--- src/rtl/i2c_rom_seq_engine_pkg.sv ---
// Shared types for the ROM-driven I2C/SCCB sequencer: command word, ROM opcodes,
// entry field positions and sequencer states.
package package_i2c;

  typedef struct packed {
    logic       we;
    logic       sccb_mode;
    logic [6:0] addr_slave;
    logic [7:0] addr_reg;
    logic [7:0] burst_num;
  } t_i2c_cmd;

  typedef enum logic [2:0] {
    RomOpWrite  = 3'b000,
    RomOpRdchk  = 3'b001,
    RomOpDelay  = 3'b010,
    RomOpSetslv = 3'b011,
    RomOpEnd    = 3'b111
  } t_rom_op;

  localparam logic [2:0] OpCodeEnd     = 3'b111;
  // Any opcode with the top bit set, other than END, is illegal.
  localparam logic [2:0] OpIllegalMask = 3'b100;

  localparam int unsigned OpMsb    = 23;
  localparam int unsigned OpLsb    = 21;
  localparam int unsigned RegMsb   = 15;
  localparam int unsigned RegLsb   = 8;
  localparam int unsigned DataMsb  = 7;
  localparam int unsigned CountMsb = 15;
  localparam int unsigned SlaveMsb = 6;

  typedef enum logic [2:0] {
    StIdle,
    StFetch,
    StDecode,
    StCmdReq,
    StCmdWait,
    StDelay,
    StRetry
  } t_seq_state;

endpackage

--- src/rtl/i2c_rom_seq_engine.sv ---
// Walks an external ROM of 24-bit entries and turns them into I2C/SCCB register
// writes, read-checks, delays and slave-address changes.
module i2c_rom_seq_engine
  import package_i2c::*;
#(
  parameter bit          p_sccb_mode      = 1'b1,
  parameter logic [6:0]  p_slave_addr     = 7'h21,
  parameter int unsigned p_rom_addr_width = 8,
  parameter int unsigned p_rom_latency    = 1,
  parameter int unsigned p_delay_unit     = 1024,
  parameter int unsigned p_max_retries    = 3,
  parameter bit          p_auto_init      = 1'b1
) (
  input  logic                        i_clk,
  input  logic                        i_rst,
  input  logic                        i_start,
  output logic [p_rom_addr_width-1:0] o_rom_addr,
  input  logic [23:0]                 i_rom_data,
  output logic                        o_cmd_valid,
  input  logic                        i_cmd_ready,
  output t_i2c_cmd                    o_cmd_data,
  output logic [7:0]                  o_wr_data,
  input  logic                        i_cmd_done,
  input  logic                        i_nack,
  input  logic [7:0]                  i_rd_data,
  output logic                        o_busy,
  output logic                        o_done,
  output logic                        o_error,
  output logic [p_rom_addr_width-1:0] o_err_addr
);

  typedef struct packed {
    t_seq_state                  state;
    logic [p_rom_addr_width-1:0] rom_addr;
    logic [1:0]                  lat_cnt;
    logic                        is_write;
    logic [7:0]                  reg_addr;
    logic [7:0]                  data;
    logic [6:0]                  slave;
    logic [31:0]                 timer;
    logic [7:0]                  retries;
    logic                        init_done;
    logic                        error;
    logic                        done;
    logic [p_rom_addr_width-1:0] err_addr;
  } t_regs;

  localparam t_regs RegsReset = '{
    state:     StIdle,
    rom_addr:  '0,
    lat_cnt:   '0,
    is_write:  1'b0,
    reg_addr:  '0,
    data:      '0,
    slave:     p_slave_addr,
    timer:     '0,
    retries:   '0,
    init_done: 1'b0,
    error:     1'b0,
    done:      1'b0,
    err_addr:  '0
  };

  localparam logic [1:0] LatLast = 2'(p_rom_latency - 1);

  t_regs       st_q, st_d;
  logic [2:0]  op;
  logic        decode_now;
  logic        unused_rom_bits;

  assign op              = i_rom_data[OpMsb:OpLsb];
  assign unused_rom_bits = ^i_rom_data[20:16];

  always_comb begin
    st_d         = st_q;
    st_d.done    = 1'b0;
    st_d.lat_cnt = '0;
    decode_now   = 1'b0;

    unique case (st_q.state)
      StIdle: begin
        if (i_start || (p_auto_init && !st_q.init_done)) begin
          st_d.init_done = 1'b1;
          st_d.rom_addr  = '0;
          st_d.error     = 1'b0;
          st_d.state     = StFetch;
        end
      end
      StFetch: begin
        // A zero-latency ROM is decoded in the same cycle the address is presented.
        if (p_rom_latency == 0) begin
          decode_now = 1'b1;
        end else if (st_q.lat_cnt == LatLast) begin
          st_d.state = StDecode;
        end else begin
          st_d.lat_cnt = st_q.lat_cnt + 2'd1;
        end
      end
      StDecode: decode_now = 1'b1;
      StCmdReq: begin
        if (i_cmd_ready) st_d.state = StCmdWait;
      end
      StCmdWait: begin
        if (i_cmd_done) begin
          if (i_nack) begin
            if (st_q.retries < 8'(p_max_retries)) begin
              st_d.retries = st_q.retries + 8'd1;
              st_d.state   = StRetry;
            end else begin
              st_d.error    = 1'b1;
              st_d.err_addr = st_q.rom_addr;
              st_d.done     = 1'b1;
              st_d.state    = StIdle;
            end
          end else begin
            if (!st_q.is_write && (i_rd_data != st_q.data)) begin
              st_d.error    = 1'b1;
              st_d.err_addr = st_q.rom_addr;
            end
            st_d.rom_addr = st_q.rom_addr + 1'b1;
            st_d.state    = StFetch;
          end
        end
      end
      StDelay: begin
        if (st_q.timer == 32'd0) st_d.state = StFetch;
        else                     st_d.timer = st_q.timer - 32'd1;
      end
      StRetry: st_d.state = StCmdReq;
      default: st_d = RegsReset;
    endcase

    if (decode_now) begin
      if (op == OpCodeEnd) begin
        st_d.done  = 1'b1;
        st_d.state = StIdle;
      end else if ((op & OpIllegalMask) != 3'b000) begin
        st_d.error    = 1'b1;
        st_d.err_addr = st_q.rom_addr;
        st_d.done     = 1'b1;
        st_d.state    = StIdle;
      end else begin
        case (op)
          RomOpWrite, RomOpRdchk: begin
            st_d.is_write = (op == RomOpWrite);
            st_d.reg_addr = i_rom_data[RegMsb:RegLsb];
            st_d.data     = i_rom_data[DataMsb:0];
            st_d.retries  = '0;
            st_d.state    = StCmdReq;
          end
          RomOpSetslv: begin
            st_d.slave    = i_rom_data[SlaveMsb:0];
            st_d.rom_addr = st_q.rom_addr + 1'b1;
            st_d.state    = StFetch;
          end
          RomOpDelay: begin
            st_d.rom_addr = st_q.rom_addr + 1'b1;
            if (i_rom_data[CountMsb:0] == 16'd0) begin
              st_d.state = StFetch;
            end else begin
              st_d.timer = 32'(i_rom_data[CountMsb:0]) * 32'(p_delay_unit) - 32'd1;
              st_d.state = StDelay;
            end
          end
          default: st_d.state = StIdle;
        endcase
      end
    end
  end

  always_ff @(posedge i_clk) begin
    if (i_rst) st_q <= RegsReset;
    else       st_q <= st_d;
  end

  assign o_rom_addr            = st_q.rom_addr;
  assign o_cmd_valid           = (st_q.state == StCmdReq);
  assign o_cmd_data.we         = st_q.is_write;
  assign o_cmd_data.sccb_mode  = p_sccb_mode;
  assign o_cmd_data.addr_slave = st_q.slave;
  assign o_cmd_data.addr_reg   = st_q.reg_addr;
  assign o_cmd_data.burst_num  = 8'd0;
  assign o_wr_data             = st_q.data;
  assign o_busy                = (st_q.state != StIdle);
  assign o_done                = st_q.done;
  assign o_error               = st_q.error;
  assign o_err_addr            = st_q.err_addr;

endmodule

--- config.mk ---
export PLATFORM = sky130hd
export DESIGN_NAME = i2c_rom_seq_engine
export DESIGN_NICKNAME = d
export VERILOG_FILES = /design/src/rtl/i2c_rom_seq_engine_pkg.sv /design/src/rtl/i2c_rom_seq_engine.sv
export SDC_FILE = /design/constraint.sdc
export NUM_CORES = 1
export LEC_CHECK = 0
export CAP_MARGIN = 30
export CORE_MARGIN = 10
export CORE_UTILIZATION = 50
export CTS_BUF_LIST = sky130_fd_sc_hd__clkbuf_4
export DETAILED_ROUTE_END_ITERATION = 7
export GPL_TIMING_DRIVEN = 0
export PLACE_DENSITY = 0.84
export SLEW_MARGIN = 5
export SYNTH_ARGS = -nofsm -noshare
export SYNTH_HDL_FRONTEND = slang
export SYNTH_SLANG_ARGS = --single-unit
--- constraint.sdc ---
create_clock -name i_clk -period 2.75 [get_ports i_clk]
set_input_delay 0.4125 -clock i_clk [delete_from_list [all_inputs] [get_ports i_clk]]
set_output_delay 0.4125 -clock i_clk [all_outputs]
set_load 0.01 [all_outputs]
-- Word level (Yosys, flattened, before mapping)
Index checks and enable logic that the tools add are counted.
- flip-flop bits (word level): 88
- input bits: 38
- output and inout bits: 53
- $add $sub $neg: 5
- order comparisons: 1
- equal/unequal tests: 18
- muxes and demuxes: 53
- bitwise logic cells: 2
- reductions and logical operators: 20
- operator list (cell ; count):
    $mux W64 ; 3
    $mux W32 ; 3
    $mux W8 ; 11
    $mux W10 ; 7
    $pmux W32 S2 ; 1
    $mux W11 ; 3
    $logic_not A32 Y1 ; 1
    $sub A32 B1 Y32 const B ; 1
    $sub A26 B1 Y27 const B ; 1
    $mux W24 ; 1
    $mux W3 ; 8
    $pmux W8 S3 ; 1
    $pmux W3 S7 ; 1
    $pmux W9 S2 ; 1
    $reduce_or A6 Y1 ; 3
    $mux W17 ; 1
    $add A8 B1 Y8 const B ; 2
    $logic_not A16 Y1 ; 1
    $pmux W8 S2 ; 1
    $eq A3 B2 Y1 const B ; 4
    $eq A3 B3 Y1 const B ; 4
    $ne A3 B3 Y1 const B ; 4
    $pmux W3 S3 ; 1
    $lt A8 B2 Y1 const B ; 1
    other kinds (23) ; 34

-- Logic depth before layout (Yosys ltp)
Gate-level depths: netlist of run 1.
- depth in word-level cells: 11
- depth in mapped cells: 9

-- Worst setup path after synthesis of run 1
No wires, ideal clock.
- kind: input port to flip-flop
- start point: input port i_rom_data[0]
- end point: register st_q[32] (netlist bit)
- library setup time: 0.058 ns
- data arrival time: 2.499 ns
- data required time: 2.692 ns
- setup slack: 0.194 ns
- stages: 8
- cells stage by stage: inv_1 > ha_1 > or4b_2 > or4_1 > a21oi_1 > buf_2 > o311a_1 > a211o_1
- longest elaborated chain between the ends: 6
- elaborated cells between the ends (all ways): 7
- classes of those cells: add/sub: 1; mux: 5; reduce/logical: 1
- RTL lines (item ; line ; source):
    from (decl) ; i2c_rom_seq_engine.sv:18 ; input logic [23:0] i_rom_data,
    $sub A26 B1 Y27 / $logic_not A16 Y1 (equally long branches) ; i2c_rom_seq_engine.sv:161, i2c_rom_seq_engine.sv:158 ;
    $mux W32 (*) ; i2c_rom_seq_engine.sv:158 ; if (i_rom_data[CountMsb:0] == 16'd0) begin
    $mux W32 (*) ; i2c_rom_seq_engine.sv:143 ; case (op)
    $mux W64 (*) ; i2c_rom_seq_engine.sv:137 ; end else if ((op & OpIllegalMask) != 3'b000) begin
    $mux W64 (*) ; i2c_rom_seq_engine.sv:134 ; if (op == OpCodeEnd) begin
    $mux W64 (*) ; i2c_rom_seq_engine.sv:133 ; if (decode_now) begin
    to (signal assigned) ; i2c_rom_seq_engine.sv:172 ; if (i_rst) st_q <= RegsReset;
    to (signal assigned) ; i2c_rom_seq_engine.sv:173 ; else st_q <= st_d;
    to (decl) ; i2c_rom_seq_engine.sv:66 ; t_regs st_q, st_d;
Mark *: on every way between the ends. The rest lies on a longest branch, timed or not.
A chain may end at the register's enable or synchronous reset.

-- Final worst setup path of run 1
- start point: input port i_rom_data[1]
- end point: register st_q[19] (netlist bit)
- longest elaborated chain between the ends: 6
- RTL lines (item ; line):
    $logic_not A16 Y1 ; i2c_rom_seq_engine.sv:158
    $mux W32 ; i2c_rom_seq_engine.sv:158
    $mux W32 ; i2c_rom_seq_engine.sv:143
    $mux W64 ; i2c_rom_seq_engine.sv:137
    $mux W64 ; i2c_rom_seq_engine.sv:134
    $mux W64 ; i2c_rom_seq_engine.sv:133
Every way passes these cells.

==> results of run 1 <==
how the worst max path moves through the flow:
stage,startpoint,endpoint,depth (start not counted)
2_1_floorplan,i_rom_data[0],st_q[32],8
3_3_place_gp,i_rom_data[23],st_q[32],7
3_5_place_dp,i_rom_data[0],st_q[24],9
4_1_cts,st_q[85],o_cmd_valid,5
5_1_grt,st_q[31],st_q[47],5
6_report,i_rom_data[1],st_q[19],8
worst max-delay path: cells and delay by family:
kind | cells | cell delay (ns)
compound gates | 1 | 0.12
fa+ha+maj | 1 | 0.20
buf+inv | 3 | 0.88
simple gates | 3 | 1.35
Yosys cell counts (all sizes together), types with 10 or more instances:
cell type / count
clkbuf: 32
dfxtp: 88
and3: 18
or4: 31
nor4: 14
a21oi: 44
nand4: 10
nand3: 33
buf: 61
inv: 16
o211ai: 20
or3: 16
o31ai: 10
o21ai: 23
xor2: 11
nor3: 26
a31oi: 10
nand2: 33
nor2: 58
metrics by stage:
stage               hold slack, ns  setup slack, ns
detailed placement           0.405           -0.868
CTS                          0.293           0.0107
floorplan                    0.391            0.194
global placement             0.400           -0.880
global route                 0.313         0.000303
finish                       0.312            0.106
registers in the layout (all words and copies together) (netlist names):
name,cells
st_q,46
o_cmd_data,16
o_err_addr,8
o_rom_addr,8
o_wr_data,8
o_done,1
o_error,1
power groups by stage:
stage	registers (mW)	logic (mW)	clock network [mW]
2_1_floorplan	1.35	0.473	0
3_3_place_gp	1.35	0.719	0
3_5_place_dp	1.36	0.731	0
4_1_cts	1.33	0.737	0.864
5_1_grt	1.34	0.827	0.919
6_report	1.33	0.764	0.862
routing by layer:
metal  global-route usage, %  up-vias  part of all wire (%)
met5                       0        -                     0
met4                    8.70        0                   3.1
met3                    4.85       47                   7.0
met2                    34.1      266                    48
met1                    26.7     2720                    42
li1                        -     2690                     -
kinds of logic after synthesis:
group                    after synthesis  synth area share, %
AO/OA/AOI/OAI                        179                 23.0
XOR/XNOR                              19                 3.06
adder cells (fa/ha/maj)                6                 1.38
buffers and inverters                110                 11.8
flip-flops                            88                 32.4
other                                  2                0.138
AND/OR/NAND/NOR                      275                 28.3
final cells by class:
| class | instances | area, um2 |
|---|---|---|
| multi-input cells | 488 | 3130 |
| clock buffers | 11 | 82.6 |
| flip-flops and latches | 88 | 1760 |
| repair buffers | 73 | 726 |
| clock inverters | 5 | 80.1 |
| fillers | 954 | 4140 |
| plain buffers | 91 | 582 |
| well taps | 140 | 175 |
| inverters | 17 | 63.8 |
==> impl_metrics.tcl, run 1 <==
set metrics [dict create \
    gr-total-overflow 0 \
    power_mw 2.96 \
    grt_usage_pct 21.2 \
    arrival_ns 2.99 \
    cts_sinks 88 \
    viasPerCell 6.27 \
    ir_drop_mv 0.292 \
    rrSetupSlack_ns 0.11 \
    grt_start_max_net_pins 20 \
    cts_tree "built" \
    drt_wl_total_um 17100 \
    power.share.switching_pct 33.4 \
    design_area_um2 6600 \
    relSlewSlack_pct 43.3 \
    htree_levels 3 \
    cp_slowest_cell "or4b_4" \
    crit_chain "clkdlybuf4s50_1 -> inv_1 -> ha_1 -> or4b_4 -> nor4_4 -> or3_1 -> clkbuf_2 -> o21ai_0" \
    comb_power_share_pct 25.8 \
    chipHeight_um 124 \
    hold_path.startpoint "i_rom_data[6]" \
    syn2layout_area_growth_pct 21.3 \
    cp_slowest_stage_delay_ns 0.52 \
    fin_crit_ns 2.64 \
    post-route-util_pct 61.4 \
    crit_type "in2reg" \
    grt_pass1_wl_um 28100 \
    synth_area_leaders "dfxtp_1 (32%), buf_4 (7.0%), a21oi_1 (4.0%)" \
    drive_gt1_share_pct 14.2 \
    die-area_um2 15500 \
    drv_slew 0 \
    synth_area_leader_cell "dfxtp_1" \
    ys_warn_count 0 \
    hold_depth 3 \
    clk_latency_ns 0.46 \
    worst_pin_slew_ns 0.844 \
    ctsHoldBuffers 0 \
    clk_pin_slew_worst_paths_ns 0.14 \
    required_ns 3.10 \
    core_region_area_um2 10700 \
    fin_skew_ns 0.0156 \
    nNetsFinal 812 \
    worst-path-max-fanout 10 \
    worstHoldPathType "in2reg" \
    final_cell_mix "dfxtp_1 (87), clkdlybuf4s50_1 (70), nor2_1 (58)" \
    rows 38 \
    place_area_um2 6380 \
    synth_cells 679 \
    synth_top_area_share_pct 32.4 \
    first_iter_violations 566 \
    wire_per_inst_um 18.7 \
    mostFrequentLayoutCell "dfxtp_1" \
    gp_congestion 0.954 \
    vias 5723 \
    intPower_mw 1.97 \
    hold_violations 0 \
    root_buffer "clkbuf_4" \
    status "complete, no violations" \
    fmax_mhz 378 \
    hpwl_um 12800 \
    start_util_pct 50.7 \
    reg2reg_to "st_q[35]" \
    placedCellCount 899 \
    synth.distinct_cells 73 \
    synth.avg_cell_area_um2 8.02 \
    drv_cap 0 \
    synth-edff-count 0 \
    drc 0 \
    io_pins 91 \
    ant_nets 0 \
    ys_seq_area_share_pct 32.4 \
    postCtsSetupBuffers 0 \
    fp.dieW_um 124 \
    post_cts_resized 10 \
    clock_path_buffers 2 \
    antenna_cells 0 \
    worstRegToRegCells 8 \
    synthArstFlopShare_pct 0 \
    power.leakage_nw 2.54 \
    seqPwrFrac_pct 45.0 \
    firstDrtPassIters 7 \
    finalNonFillerCells 913 \
    synth_flop_cell "dfxtp_1" \
    cp-start-kind "primary input" \
    grt_pass1_vias 5538 \
    cts_buffers 9 \
    p_sw_mw 0.988 \
    finalSetupTns_ns 0 \
    period_share_pct 96.1 \
    r2r_start "st_q[37]" \
    rsz0062_at_grt "false" \
    grt_antenna_before_repair 0 \
    ys_ff_latch 88 \
    worstHoldEndpoint "o_cmd_data[22]" \
    clockPowerShare_pct 29.1 \
    setup_viol 0 \
    power_density_nw_per_um2 448 \
    numPortBuffers 71 \
    endpoint_kind "register" \
    syn_area_um2 5440 \
]
(Power assumes the default switching activity.)
==> run 2: changes to the inputs <==
SKIP_CTS_REPAIR_TIMING = 1   (was unset)
==> run 2 against run 1 <==
Effect of this change: wire length up 0.72%; fmax down 0.54%; largest cell class unchanged; power up 0.56%; critical path depth unchanged; non-clock buffer count up 1; via count about the same; flip-flop and latch count unchanged; critical endpoint is now st_q[27]; largest power group unchanged; clock power about the same; design area up 0.23%.
==> impl_metrics.tcl, run 2 (synthesis results as in run 1) <==
set metrics [dict create \
    status "complete, no violations" \
    drt_wl_total_um 17200 \
    cts_buffers 9 \
    crit_chain "or4_4 -> nor4_4 -> and4_1 -> buf_2 -> buf_4 -> buf_2 -> o211ai_1 -> nand3_1" \
    largest_reg_flops 46 \
    path_depth 8 \
    crit_end "st_q[27]" \
    pre_cts_slack_ns -0.868 \
    wire_per_inst_um 18.8 \
    grt_antenna_before_repair 0 \
    required_ns 3.17 \
    holdWs_ns 0.294 \
    endpoint_kind "register" \
    power_mw 2.98 \
    rrSetupSlack_ns 0.09 \
    chipHeight_um 124 \
    period_share_pct 96.7 \
    seqPwrFrac_pct 44.9 \
    arrival_ns 3.08 \
    power.share.switching_pct 33.6 \
    grt_pass1_wl_um 27900 \
    cts_tree "built" \
    post-route-util_pct 61.6 \
    fmax_mhz 376 \
    cp-startpoint "st_q[37]" \
    core_region_area_um2 10700 \
    io_pins 91 \
    drive_gt1_share_pct 14.2 \
    ant_nets 0 \
    worstHoldPathType "in2reg" \
    power.leakage_nw 2.55 \
    clock_path_buffers 2 \
    place_area_um2 6380 \
    htree_levels 3 \
    gr-total-overflow 0 \
    regMostFlops "st_q" \
    nNetsFinal 813 \
    numPortBuffers 71 \
    fillerInstances 951 \
    die-area_um2 15500 \
    intPower_mw 1.98 \
    final_cell_mix "dfxtp_1 (87), clkdlybuf4s50_1 (70), nor2_1 (58)" \
    cp_slowest_stage_delay_ns 0.61 \
    fp.dieW_um 124 \
    finalNonFillerCells 914 \
    power_density_nw_per_um2 450 \
    clk_latency_ns 0.48 \
    grt_pass1_vias 5534 \
    worst_pin_slew_ns 0.850 \
    drv_slew 0 \
    worstRegToRegCells 8 \
    critPathTopFamily "simple AND/OR/NAND/NOR gates" \
    r2r_start "st_q[37]" \
    fin_crit_ns 2.66 \
    cts_sinks 88 \
    start_util_pct 50.7 \
    grt_usage_pct 21.1 \
    placedCellCount 899 \
    comb_power_share_pct 26.1 \
    rows 38 \
    clockPowerShare_pct 29.1 \
    antenna_cells 0 \
    fin_skew_ns 0.0190 \
    ir_drop_mv 0.291 \
    relSlewSlack_pct 42.9 \
    design_area_um2 6620 \
    setup_viol 0 \
    clk_pin_slew_worst_paths_ns 0.14 \
    grt_start_max_net_pins 15 \
    hpwl_um 12800 \
    root_buffer "clkbuf_4" \
    cp_slowest_cell "or4_4" \
    drc 0 \
    firstDrtPassIters 6 \
    cp_common_cell "buf_2" \
    hold_violations 0 \
    gp_congestion 0.954 \
    seq_area_um2 1760 \
    first_iter_violations 557 \
    multi_input_area_um2 3130 \
    crit_type "reg2reg" \
    finalSetupTns_ns 0 \
    vias 5722 \
    p_sw_mw 1.00 \
    reg2reg_to "st_q[27]" \
    mostFrequentLayoutCell "dfxtp_1" \
    cp_num_buf_inv 3 \
    syn2layout_area_growth_pct 21.6 \
    viasPerCell 6.26 \
    drv_cap 0 \
    worst-path-max-fanout 10 \
    cp-start-kind "register" \
    layout_setup_ws_ns 0.0920 \
]
[run 2: changes by cell type in the layout (fill, tap and decap cells not counted)]
cell / change
nor3_1: +1
clkbuf_2: -3
or3_1: -1
nor3_2: -1
dlymetal6s2s_1: +1
or3_4: +1
dlygate4sd2_1: -1
clkbuf_4: +3
clkbuf_1: +1
[run 2: cell type report]
cell class	count	area share, %
plain buffers	91	8.85
clock buffers	11	1.25
clock inverters	5	1.21
inverters	17	0.964
multi-input cells	488	47.3
flip-flops and latches	88	26.6
well taps	140	2.65
repair buffers	74	11.1
[run 2: power groups by stage]
stage / Combinational [mW] / Sequential [mW] / Clock [mW]
final: 0.776 / 1.33 / 0.865
after global routing: 0.831 / 1.34 / 0.919
after CTS: 0.735 / 1.33 / 0.864
after detailed placement: 0.731 / 1.36 / 0
after global placement: 0.719 / 1.35 / 0
after floorplan: 0.473 / 1.35 / 0
[run 2: worst min-delay path by stage]
stage	from	to	slack, ns	depth (start not counted)
floorplan	st_q[75]	st_q[75]	0.39	1
global placement	st_q[75]	st_q[75]	0.40	1
detailed placement	st_q[75]	st_q[75]	0.41	1
CTS	i_rom_data[6]	o_cmd_data[22]	0.29	3
global route	i_rom_data[6]	o_cmd_data[22]	0.31	3
finish	i_rom_data[6]	o_cmd_data[22]	0.29	3
[run 2: tightest hold or removal path, cell delays in order]
cell and delay [ns]:
clkbuf_1 0.17, nand2_1 0.10, a21oi_1 0.06
[run 2: per-layer routing]
metal | track usage (%) | vias to the layer above | routed length (um)
met2 | 34.2 | 282 | 8200
li1 | - | 2678 | -
met5 | 0 | - | 0
met1 | 26.5 | 2720 | 7170
met3 | 4.85 | 42 | 1320
met4 | 8.50 | 0 | 482
==> run 3: changes to the inputs <==
clock period = 3.1 ns   (was 2.75 ns; I/O delays follow)
==> run 3 against run 2 <==
Effect of this change: register-to-register slack better by 0.19 ns; clock skew is 0.0043 ns lower; sequential power is 11% lower; core utilization is 0.62 points lower; flip-flop and latch count stayed put; non-clock buffer count is 1 higher; worst setup slack worse by 0.015 ns; sequential share of layout area is 0.25 points higher; hold slack better by 0.068 ns; die area stayed put; combinational power is 13% lower; highest routed layer unchanged.
==> impl_metrics.tcl, run 3 (synthesis results as in run 1) <==
set metrics [dict create \
    mostFrequentLayoutCell "dfxtp_1" \
    first_iter_violations 508 \
    cp_slowest_stage_delay_ns 0.69 \
    cp-startpoint "i_rom_data[0]" \
    worstHoldEndpoint "o_cmd_data[22]" \
    ir_drop_mv 0.255 \
    reg2reg_to "st_q[35]" \
    die-area_um2 15500 \
    hold_path.startpoint "i_rom_data[6]" \
    crit_chain "clkdlybuf4s50_1 -> inv_1 -> ha_1 -> or4b_2 -> or4_1 -> a21oi_1 -> buf_2 -> nand2_1 -> o211ai_1" \
    power.leakage_nw 2.52 \
    grt_pass1_wl_um 28000 \
    worst-path-max-fanout 10 \
    fin_skew_ns 0.0147 \
    clk_latency_ns 0.46 \
    chipHeight_um 124 \
    viasPerCell 6.24 \
    clk_pin_slew_worst_paths_ns 0.14 \
    crit_type "in2reg" \
    finalNonFillerCells 915 \
    r2r_start "st_q[31]" \
    vias 5706 \
    post-route-util_pct 61.0 \
    syn2layout_area_growth_pct 20.4 \
    clock_path_buffers 2 \
    gp_congestion 0.954 \
    critPathTopFamily "simple AND/OR/NAND/NOR gates" \
    wire_per_inst_um 18.6 \
    setup_viol 0 \
    cts_tree "built" \
    hold_depth 3 \
    regMostFlops "st_q" \
    fillerInstances 962 \
    drc 0 \
    seq_area_um2 1760 \
    placedCellCount 899 \
    fin_crit_ns 3.02 \
    start_util_pct 50.7 \
    hold_violations 0 \
    finalSetupTns_ns 0 \
    cts_buffers 9 \
    cp-start-kind "primary input" \
    worstHoldPathType "in2reg" \
    drv_cap 0 \
    grt_antenna_before_repair 0 \
    hpwl_um 12800 \
    period_share_pct 97.5 \
    ant_nets 0 \
    grt_usage_pct 21.1 \
    htree_levels 3 \
    io_pins 91 \
    grt_pass1_vias 5531 \
    firstDrtPassIters 5 \
    rrSetupSlack_ns 0.28 \
    antenna_cells 0 \
    drv_slew 0 \
    cp_num_buf_inv 3 \
    nNetsFinal 814 \
    power_density_nw_per_um2 399 \
    relSlewSlack_pct 41.9 \
    fmax_mhz 331 \
    worst_pin_slew_ns 0.865 \
    rows 38 \
    grt_start_max_net_pins 15 \
    status "complete, no violations" \
    required_ns 3.48 \
    core_region_area_um2 10700 \
    gr-total-overflow 0 \
    worstRegToRegCells 8 \
    final_cell_mix "dfxtp_1 (88), clkdlybuf4s50_1 (71), nor2_1 (58)" \
    multi_input_area_um2 3080 \
    cts_sinks 88 \
    numPortBuffers 71 \
    rsz0062_at_grt "false" \
    endpoint_kind "register" \
    drive_gt1_share_pct 13.0 \
    fp.dieW_um 124 \
    root_buffer "clkbuf_4" \
    arrival_ns 3.40 \
    drt_wl_total_um 17000 \
    largest_reg_flops 46 \
    cp_slowest_cell "or4b_2" \
]
==> run 3: worst register-to-register path, cell delays in order (launching register included) <==
cell,delay (ns)
dfxtp_1,0.38
or4_4,0.58
nor4_1,0.52
and4_1,0.31
buf_2,0.23
buf_4,0.22
buf_2,0.27
o211ai_1,0.14
o211ai_1,0.10
==> run 3: area by class of cell <==
class | instances | area share (%)
inverters | 17 | 0.974
well taps | 140 | 2.67
clock inverters | 5 | 1.22
plain buffers | 92 | 8.82
repair buffers | 74 | 11.2
clock buffers | 11 | 1.26
multi-input cells | 488 | 46.9
flip-flops and latches | 88 | 26.9
==> run 3: worst max-delay path by stage <==
stage / to / cells after the start / slack, ns
final: st_q[41] / 9 / 0.08
after CTS: st_q[19] / 9 / -0.07
after global routing: st_q[32] / 9 / 0.01
after floorplan: st_q[32] / 8 / 0.49
after global placement: st_q[32] / 7 / -0.58
after detailed placement: st_q[24] / 9 / -0.57
==> run 3: metal layers <==
layer | wire (um) | share of wire [%] | vias up | global-route usage, %
met4 | 495 | 2.9 | 0 | 8.70
met2 | 8190 | 48 | 283 | 34.1
met3 | 1310 | 7.7 | 41 | 4.85
met1 | 7010 | 41 | 2699 | 26.5
li1 | - | - | 2683 | -
met5 | 0 | 0 | - | 0
==> run 3: power breakdown <==
part	total, mW	switching (mW)	leakage (nW)	internal (mW)
Combinational	0.672	0.429	1.72	0.242
Clock	0.763	0.418	0.0851	0.346
Sequential	1.18	0.0242	0.710	1.16
==> run 3: metrics by stage <==
| stage | hold slack [ns] | total power [mW] | instance area (um2) | setup slack (ns) |
|---|---|---|---|---|
| 3_5_place_dp | 0.405 | 1.85 | 6380 | -0.571 |
| 6_report | 0.362 | 2.61 | 6550 | 0.0773 |
| 3_3_place_gp | 0.400 | 1.84 | 6350 | -0.583 |
| 5_1_grt | 0.365 | 2.73 | 6550 | 0.0146 |
| 4_1_cts | 0.346 | 2.60 | 6540 | -0.0691 |
| 2_1_floorplan | 0.391 | 1.62 | 5470 | 0.491 |
